===== src/rtl/program_loader.sv =====
// program_loader: streams host words into instruction memory, starts the CPU,
// times its run and reports Done or TimedOut.
// Ports: Clock/Reset (sync, active-high); LoadValid/LoadData/LoadLast/LoadReady
// host stream; MemWrite/MemAddress/MemData registered imem write port;
// ProgramStart/End CPU start handshake; Busy, Done, TimedOut, CycleCount status.
// Option: define PROGRAM_LOADER_AUTO_HALT_EN to append a halt word (0xFC000000).
module program_loader #(
  parameter int ADDR_WIDTH  = 8,
  parameter int CYCLE_WIDTH = 16
) (
  input  logic                   Clock,
  input  logic                   Reset,
  input  logic                   LoadValid,
  input  logic [31:0]            LoadData,
  input  logic                   LoadLast,
  output logic                   LoadReady,
  output logic                   MemWrite,
  output logic [ADDR_WIDTH-1:0]  MemAddress,
  output logic [31:0]            MemData,
  output logic                   ProgramStart,
  input  logic                   End,
  output logic                   Busy,
  output logic                   Done,
  output logic                   TimedOut,
  output logic [CYCLE_WIDTH-1:0] CycleCount
);

  typedef enum logic [2:0] {
    S_IDLE  = 3'd0,
    S_LOAD  = 3'd1,
    S_START = 3'd2,
`ifdef PROGRAM_LOADER_AUTO_HALT_EN
    S_RUN   = 3'd3,
    S_HALT  = 3'd4
`else
    S_RUN   = 3'd3
`endif
  } state_e;

`ifdef PROGRAM_LOADER_AUTO_HALT_EN
  localparam logic [31:0] HALT_WORD = 32'hFC00_0000;
`endif

  state_e                 state_q, state_d;
  logic [ADDR_WIDTH-1:0]  wr_addr_q, wr_addr_d;
  logic                   we_q, we_d;
  logic [ADDR_WIDTH-1:0]  maddr_q, maddr_d;
  logic [31:0]            mdata_q, mdata_d;
  logic                   done_q, done_d;
  logic                   tout_q, tout_d;
  logic [CYCLE_WIDTH-1:0] cnt_q, cnt_d;

  logic                   xfer;
  logic [ADDR_WIDTH-1:0]  xfer_addr;
  logic                   mem_full;
  logic                   last_word;
  logic [CYCLE_WIDTH-1:0] cnt_inc;
  logic                   cnt_sat;
  state_e                 load_end;

  // State and datapath registers
  always_ff @(posedge Clock) begin
    if (Reset) begin
      state_q   <= S_IDLE;
      wr_addr_q <= '0;
      we_q      <= 1'b0;
      maddr_q   <= '0;
      mdata_q   <= '0;
      done_q    <= 1'b0;
      tout_q    <= 1'b0;
      cnt_q     <= '0;
    end else begin
      state_q   <= state_d;
      wr_addr_q <= wr_addr_d;
      we_q      <= we_d;
      maddr_q   <= maddr_d;
      mdata_q   <= mdata_d;
      done_q    <= done_d;
      tout_q    <= tout_d;
      cnt_q     <= cnt_d;
    end
  end

  // The first word of a program always lands at address 0.
  assign xfer      = LoadValid && LoadReady;
  assign xfer_addr = (state_q == S_IDLE) ? '0 : wr_addr_q;
  assign mem_full  = &xfer_addr;
  assign last_word = LoadLast || mem_full;
  assign cnt_inc   = cnt_q + CYCLE_WIDTH'(1);
  assign cnt_sat   = &cnt_inc;

`ifdef PROGRAM_LOADER_AUTO_HALT_EN
  // No room for a halt word once the top address is written.
  assign load_end = mem_full ? S_START : S_HALT;
`else
  assign load_end = S_START;
`endif

  // Next-state and datapath next values
  always_comb begin
    state_d   = state_q;
    wr_addr_d = wr_addr_q;
    we_d      = 1'b0;
    maddr_d   = maddr_q;
    mdata_d   = mdata_q;
    done_d    = 1'b0;
    tout_d    = tout_q;
    cnt_d     = cnt_q;

    if (xfer) begin
      we_d      = 1'b1;
      maddr_d   = xfer_addr;
      mdata_d   = LoadData;
      wr_addr_d = xfer_addr + ADDR_WIDTH'(1);
      tout_d    = 1'b0;
    end

    unique case (state_q)
      S_IDLE: begin
        if (xfer) begin
          cnt_d   = '0;
          state_d = last_word ? load_end : S_LOAD;
        end
      end
      S_LOAD: begin
        if (xfer && last_word) state_d = load_end;
      end
`ifdef PROGRAM_LOADER_AUTO_HALT_EN
      S_HALT: begin
        we_d    = 1'b1;
        maddr_d = wr_addr_q;
        mdata_d = HALT_WORD;
        state_d = S_START;
      end
`endif
      // The cycle that sees End fall is the first execution cycle.
      S_START: begin
        if (!End) begin
          cnt_d   = cnt_inc;
          tout_d  = cnt_sat;
          state_d = cnt_sat ? S_IDLE : S_RUN;
        end
      end
      S_RUN: begin
        if (End) begin
          done_d  = 1'b1;
          state_d = S_IDLE;
        end else begin
          cnt_d   = cnt_inc;
          tout_d  = cnt_sat;
          state_d = cnt_sat ? S_IDLE : S_RUN;
        end
      end
      default: state_d = S_IDLE;
    endcase
  end

  // Outputs
  always_comb begin
    LoadReady    = !Reset &&
                   ((state_q == S_IDLE) || (state_q == S_LOAD));
    ProgramStart = (state_q == S_START);
    Busy         = (state_q != S_IDLE);
  end

  assign MemWrite   = we_q;
  assign MemAddress = maddr_q;
  assign MemData    = mdata_q;
  assign Done       = done_q;
  assign TimedOut   = tout_q;
  assign CycleCount = cnt_q;

endmodule

===== config.mk =====
export PLATFORM = sky130hd
export DESIGN_NAME = program_loader
export DESIGN_NICKNAME = d
export VERILOG_FILES = /design/src/rtl/program_loader.sv
export SDC_FILE = /design/constraint.sdc
export NUM_CORES = 1
export LEC_CHECK = 0
export CAP_MARGIN = 20
export CORE_ASPECT_RATIO = 0.7
export CORE_MARGIN = 2
export CORE_UTILIZATION = 31
export DETAILED_ROUTE_END_ITERATION = 8
export HOLD_SLACK_MARGIN = 0.08
export REMOVE_ABC_BUFFERS = 1
export SYNTH_ARGS = -nofsm -noshare
export SYNTH_HDL_FRONTEND = slang
export SYNTH_SLANG_ARGS = --single-unit

===== constraint.sdc =====
create_clock -name Clock -period 2 [get_ports Clock]
set_input_delay 0.4 -clock Clock [delete_from_list [all_inputs] [get_ports Clock]]
set_output_delay 0.4 -clock Clock [all_outputs]
set_load 0.1 [all_outputs]

# Word-level counts from Yosys, hierarchy flattened
# Cells that the tools add are included.
totals:
  reg_bits: 70
  out_inout_bits: 62
  elab_cells: 49
op_classes:
  addsub: 2
  eq_ne: 7
  mux: 16
  bitwise_logic: 1
  reduce_logical: 15
op_table:
  columns: ["operator", "count"]
  rows:
  - ["16-bit 2-to-1 mux", 2]
  - ["16-bit one-hot mux with 2 select lines", 1]
  - ["16-bit by 1-bit adder with 16-bit output, second input constant", 1]
  - ["16-bit AND reduction", 1]
  - ["3-bit one-hot mux with 4 select lines", 1]
  - ["3-bit 2-to-1 mux", 3]
  - ["8-bit by 1-bit adder with 8-bit output, second input constant", 1]
  - ["8-bit 2-to-1 mux", 1]
  - ["2-bit != test, second input constant", 4]
  - ["8-bit AND reduction", 1]
  - ["3-bit by 2-bit equality test with 1-bit output, second input constant", 2]
  - ["2-bit 2-to-1 mux", 3]
  - ["3-bit AND reduction", 2]
  - ["1-bit 2-to-1 mux", 5]
  - ["2-bit OR reduction", 2]
  - ["3-bit by 1-bit equality test with 1-bit output, second input constant", 1]
  - ["1-bit logical AND", 3]
  - ["3-bit zero test", 1]
  - ["3-bit nonzero test", 1]
  - ["1-bit logical OR", 2]
  - ["2-bit nonzero test", 1]
  - ["1-bit zero test", 1]
  - ["1-bit NOT", 1]

# Logic depth before layout (Yosys ltp)
logic_depth:
  ltp_word: 7
  ltp_mapped: 10

# Least setup slack after synthesis
# No wires, ideal clock.
synth_timing:
  kind: "register to register"
  start: "reg state_q[0]"
  end: "reg state_q[1]"
  arrival_ns: 2.884
  required_time_ns: 1.868
  setup_slack_ns: -1.016
  stages_incl_launch_ff: 11
  path_buffers: 1
  period_less_slack_ns: 3.016
  path_cell_list: "dfxtp_1 clkbuf_1 nor2_1 clkinv_1 and2_1 ha_1 o2111a_1 and3_1 a31oi_1 a2bb2oi_1 nor3_1"
synth_via:
  elab_chain_len: 7
synth_rtl:
  columns: ["item", "line_no", "source"]
  rows:
  - ["start, declared", "44", "state_e state_q, state_d;"]
  - ["start signal, assigned", "73", "state_q <= state_d;"]
  - ["3-bit zero test (*)", "86", "assign xfer_addr = (state_q == S_IDLE) ? '0 : wr_addr_q;"]
  - ["8-bit 2-to-1 mux (*)", "86", null]
  - ["net xfer_addr[1]", "54", "logic [ADDR_WIDTH-1:0] xfer_addr;"]
  - ["8-bit AND reduction (*)", "87", "assign mem_full = &xfer_addr;"]
  - ["1-bit logical OR (*)", "88", "assign last_word = LoadLast || mem_full;"]
  - ["2-bit 2-to-1 mux or 1-bit logical AND (tied branches)", "122, 126", null]
  - ["3-bit 2-to-1 mux or 2-bit != test (tied branches)", null, null]
  - ["3-bit one-hot mux with 4 select lines or 3-bit AND reduction (tied branches)", null, null]
# Mark *: on every way through the listed nets, which the timed path passes. The rest lies on a longest branch. The select of a mux whose other input is x is not followed.
# A chain may end at the register's enable or synchronous reset.

# Worst setup path in the final report
# Ends and elaborated chain as after synthesis.

==> metrics.md <==
| Metric | Value |
|---|---|
| Synth cell count leaders | `82 x nand2_1, 69 x dfxtp_1, 37 x nand3b_1, 33 x nor2_1, 26 x a21oi_1` |
| Async set-reset flop share out of synthesis | `0` |
| Yosys cell types | `50` |
| Worst Skew | `around 0.0036 ns` |
| Drt via density | `4.92` |
| Share of the synthesized area in the top cell type | `0.437` |
| Setup TNS | `0 ns` |
| Largest stage delay on the critical path | `between 0.3 and 0.4 ns` |
| PD cells | `approximately 800 nW/um^2` |
| Share of layout cells above drive strength 1 | `0.247` |
| Longest Clk Path Bufs | `2` |
| Num CTS Buffers | `9` |
| Residual DRC | `0` |
| Post-route insts no fill | `625` |
| Sinks on Clock Net | `between 60 and 70` |
| Worst VDD drop | `between 400 and 500 uV` |
| Final antenna-violating net count | `0` |
| Layout Area Growth over Synthesis | `49.4%` |
| Die span in y | `just under 90 um` |
| Filler cell count | `950` |
| Worst path slowest cell | `dfxtp_1` |
| Max-slew violations | `0` |
| Hold Startpoint | `MemAddress[4]` |
| GP Congestion | `between 0.8 and 0.9` |
| Hold Crit Class | `reg2reg` |
| Top Ports | `a little under 100` |
| Final period demand of the worst path | `between 1.5 and 2 ns` |
| Port bufs | `between 90 and 100` |
| First-pass GRT wire length | `14.3 mm` |
| Placed cell area | `around 4400 um^2` |
| Die X-Extent | `between 100 and 150 um` |
| Final instance area | `4720 um^2` |
| Clock root cell | `clkbuf_16` |
| DR vias | `3078` |
| Ys flop type | `dfxtp_1` |
| Effective utilization at floorplan | `0.322` |
| RR Startpoint | `state_q[0]` |
| Post-synthesis sequential area ratio | `0.437` |
| Slew headroom | `0.581` |
| Slew @ Worst Pin | `about 0.63 ns` |
| Final Cycle Share | `0.943` |
| Post-synth EDFFs | `0` |
| CORE AREA | `a little under 10000 um^2` |
| CTS tree | `done` |
| Startpoint Class | `flop` |
| Average cell area after synthesis | `~8.3 um^2` |
| Final Util | `0.482` |
| Syn. warnings | `0` |
| Wire per inst | `~14 um` |
| Setup ws final | `between 0.1 and 0.15 ns` |
| H-tree Lvls | `3` |
| Largest net degree at the start of global routing | `69` |
| Die ar. | `11000 um^2` |
| Synthesized cell area | `between 3000 and 4000 um^2` |
| WL final | `8.57 mm` |
| Critical path capture point type | `flop` |
| Fmax | `about 0.53 GHz` |
| Worst-path clk slew | `~0.05 ns` |
| Total GRT Usage | `0.161` |
| Critical Path Start | `state_q[0]` |
| Syn Inst Count | `380` |
| Initial antenna violation count | `0` |
| Global route overflow | `0` |
| Leakage | `0.00203 uW` |
| Final setup vio count | `0` |
| CP Max Fanout | `3` |
| Final nets | `533` |
| Crit path DAT | `between 2 and 2.5 ns` |
| Initial DRC count | `between 200 and 250` |
| Vias in the first global route | `just under 3000` |
| Worst Path Required | `2.18 ns` |
| Placed cells | `610` |
| Largest cells by area after synthesis | `dfxtp_1 44%, nand2_1 9.7%, nand3b_1 8.8%` |
| Final hold vios | `0` |
| Synth area leader | `dfxtp_1` |
| Initial DRT Pass Iterations | `4` |
| Crit path kind | `reg2reg` |
| Status | `complete, no violations` |
| # diodes | `0` |
| Yosys reg bits | `just under 70` |
| DP Worst Slack | `-0.247 ns` |
| CP cell instances | `nor2_2 -> clkinv_1 -> and2_1 -> ha_1 -> o2111a_1 -> and3_4 -> a31oi_2 -> a2bb2oi_1 -> nor3_1` |
| DP Wirelength | `6.12 mm` |
| Top-count cell post-synth | `nand2_1` |
| Clk Latency, worst-skew pair | `0.32 ns` |
| Max-Cap Viols | `0` |
| Row cnt | `30` |
## timing repair
| action | 4_1_cts | 5_1_grt |
|---|---|---|
| hold endpoints to repair | 0 | 0 |
| resized for setup | 2 | 5 |
| pin swaps | 0 | 2 |
| hold buffers | 0 | 0 |
| buffers inserted | 0 | 0 |
| setup endpoints to repair | 2 | 5 |
## state kept, by name, summed over array words and instances (netlist names)
register and cells:
MemData 32, CycleCount 16, MemAddress 8, wr_addr_q 8
state_q 2, Done 1, MemWrite 1, TimedOut 1
## layout by cell type, fill, tap and decap left out, drive strengths merged, types with 3 or more instances in the layout
master / n
buf: 95
nand2: 82
dfxtp: 69
nand3b: 37
clkdlybuf4s50: 35
nor2: 33
a21oi: 26
o21ai: 19
clkbuf: 13
nand3: 10
nand4: 8
a22oi: 5
and3: 5
a211oi: 4
nor3: 4
and2: 4
clkinv: 4
nor2b: 3
nand2b: 3
nor3b: 3
ha: 3
a31oi: 3
## path summary, 6_finish.rpt
path                                       to  slack (ns)  cells past startpoint
worst max-delay path               state_q[1]        0.11                      9
worst min-delay path            MemAddress[4]        0.46                      2
worst max register to register     state_q[1]        0.11                      9
worst min register to register  MemAddress[4]        0.46                      2
## area by class of cell
type	count	area, um^2	area share
Clock buffer	13	250	0.0530
Clock inverter	2	10.0	0.00212
Inverter	4	15.0	0.00318
Multi-Input combinational cell	279	1640	0.347
Sequential cell	69	1380	0.293
Tap cell	128	160	0.0339
Timing Repair Buffer	130	1260	0.267
## critical path: cells and delay by family, from the launching register on
family          cells  cell delay (ns)
fa+ha+maj           1             0.21
simple gates        4             0.60
buf+inv             1             0.10
flops               1             0.32
compound gates      3             0.51
## through the flow
stage / hold WS, ns / total power, uW
after global routing: 0.484 / 3820
after global placement: 0.447 / 2300
after CTS: 0.454 / 3710
final: 0.456 / 3670
after detailed placement: 0.457 / 2300
after floorplan: 0.451 / 2020
## power breakdown
part	internal [uW]	leakage, uW	total, uW	switching [uW]
Combinational	234	0.00133	809	575
Clock	862	0.000129	1390	531
Sequential	1430	0.000564	1470	33.0
Total	2530	0.00203	3670	1140
## cells by family after synthesis
group,count (synthesis),synth area share
AO/OA/AOI/OAI,68,0.141
multiplexers,4,0.0147
AND/OR/NAND/NOR,200,0.332
adder cells (fa/ha/maj),3,0.0119
buffers and inverters,32,0.0515
XOR/XNOR,4,0.0111
flip-flops,69,0.437
## metal layers
metal,global-route usage,vias to the layer above,wire [um]
met4,0.0480,0,73
met5,0,-,0
met3,0.0653,6,678
met1,0.211,1433,4050
met2,0.245,100,3770
li1,-,1539,-
No activity file was read; power rests on OpenSTA's default activity.
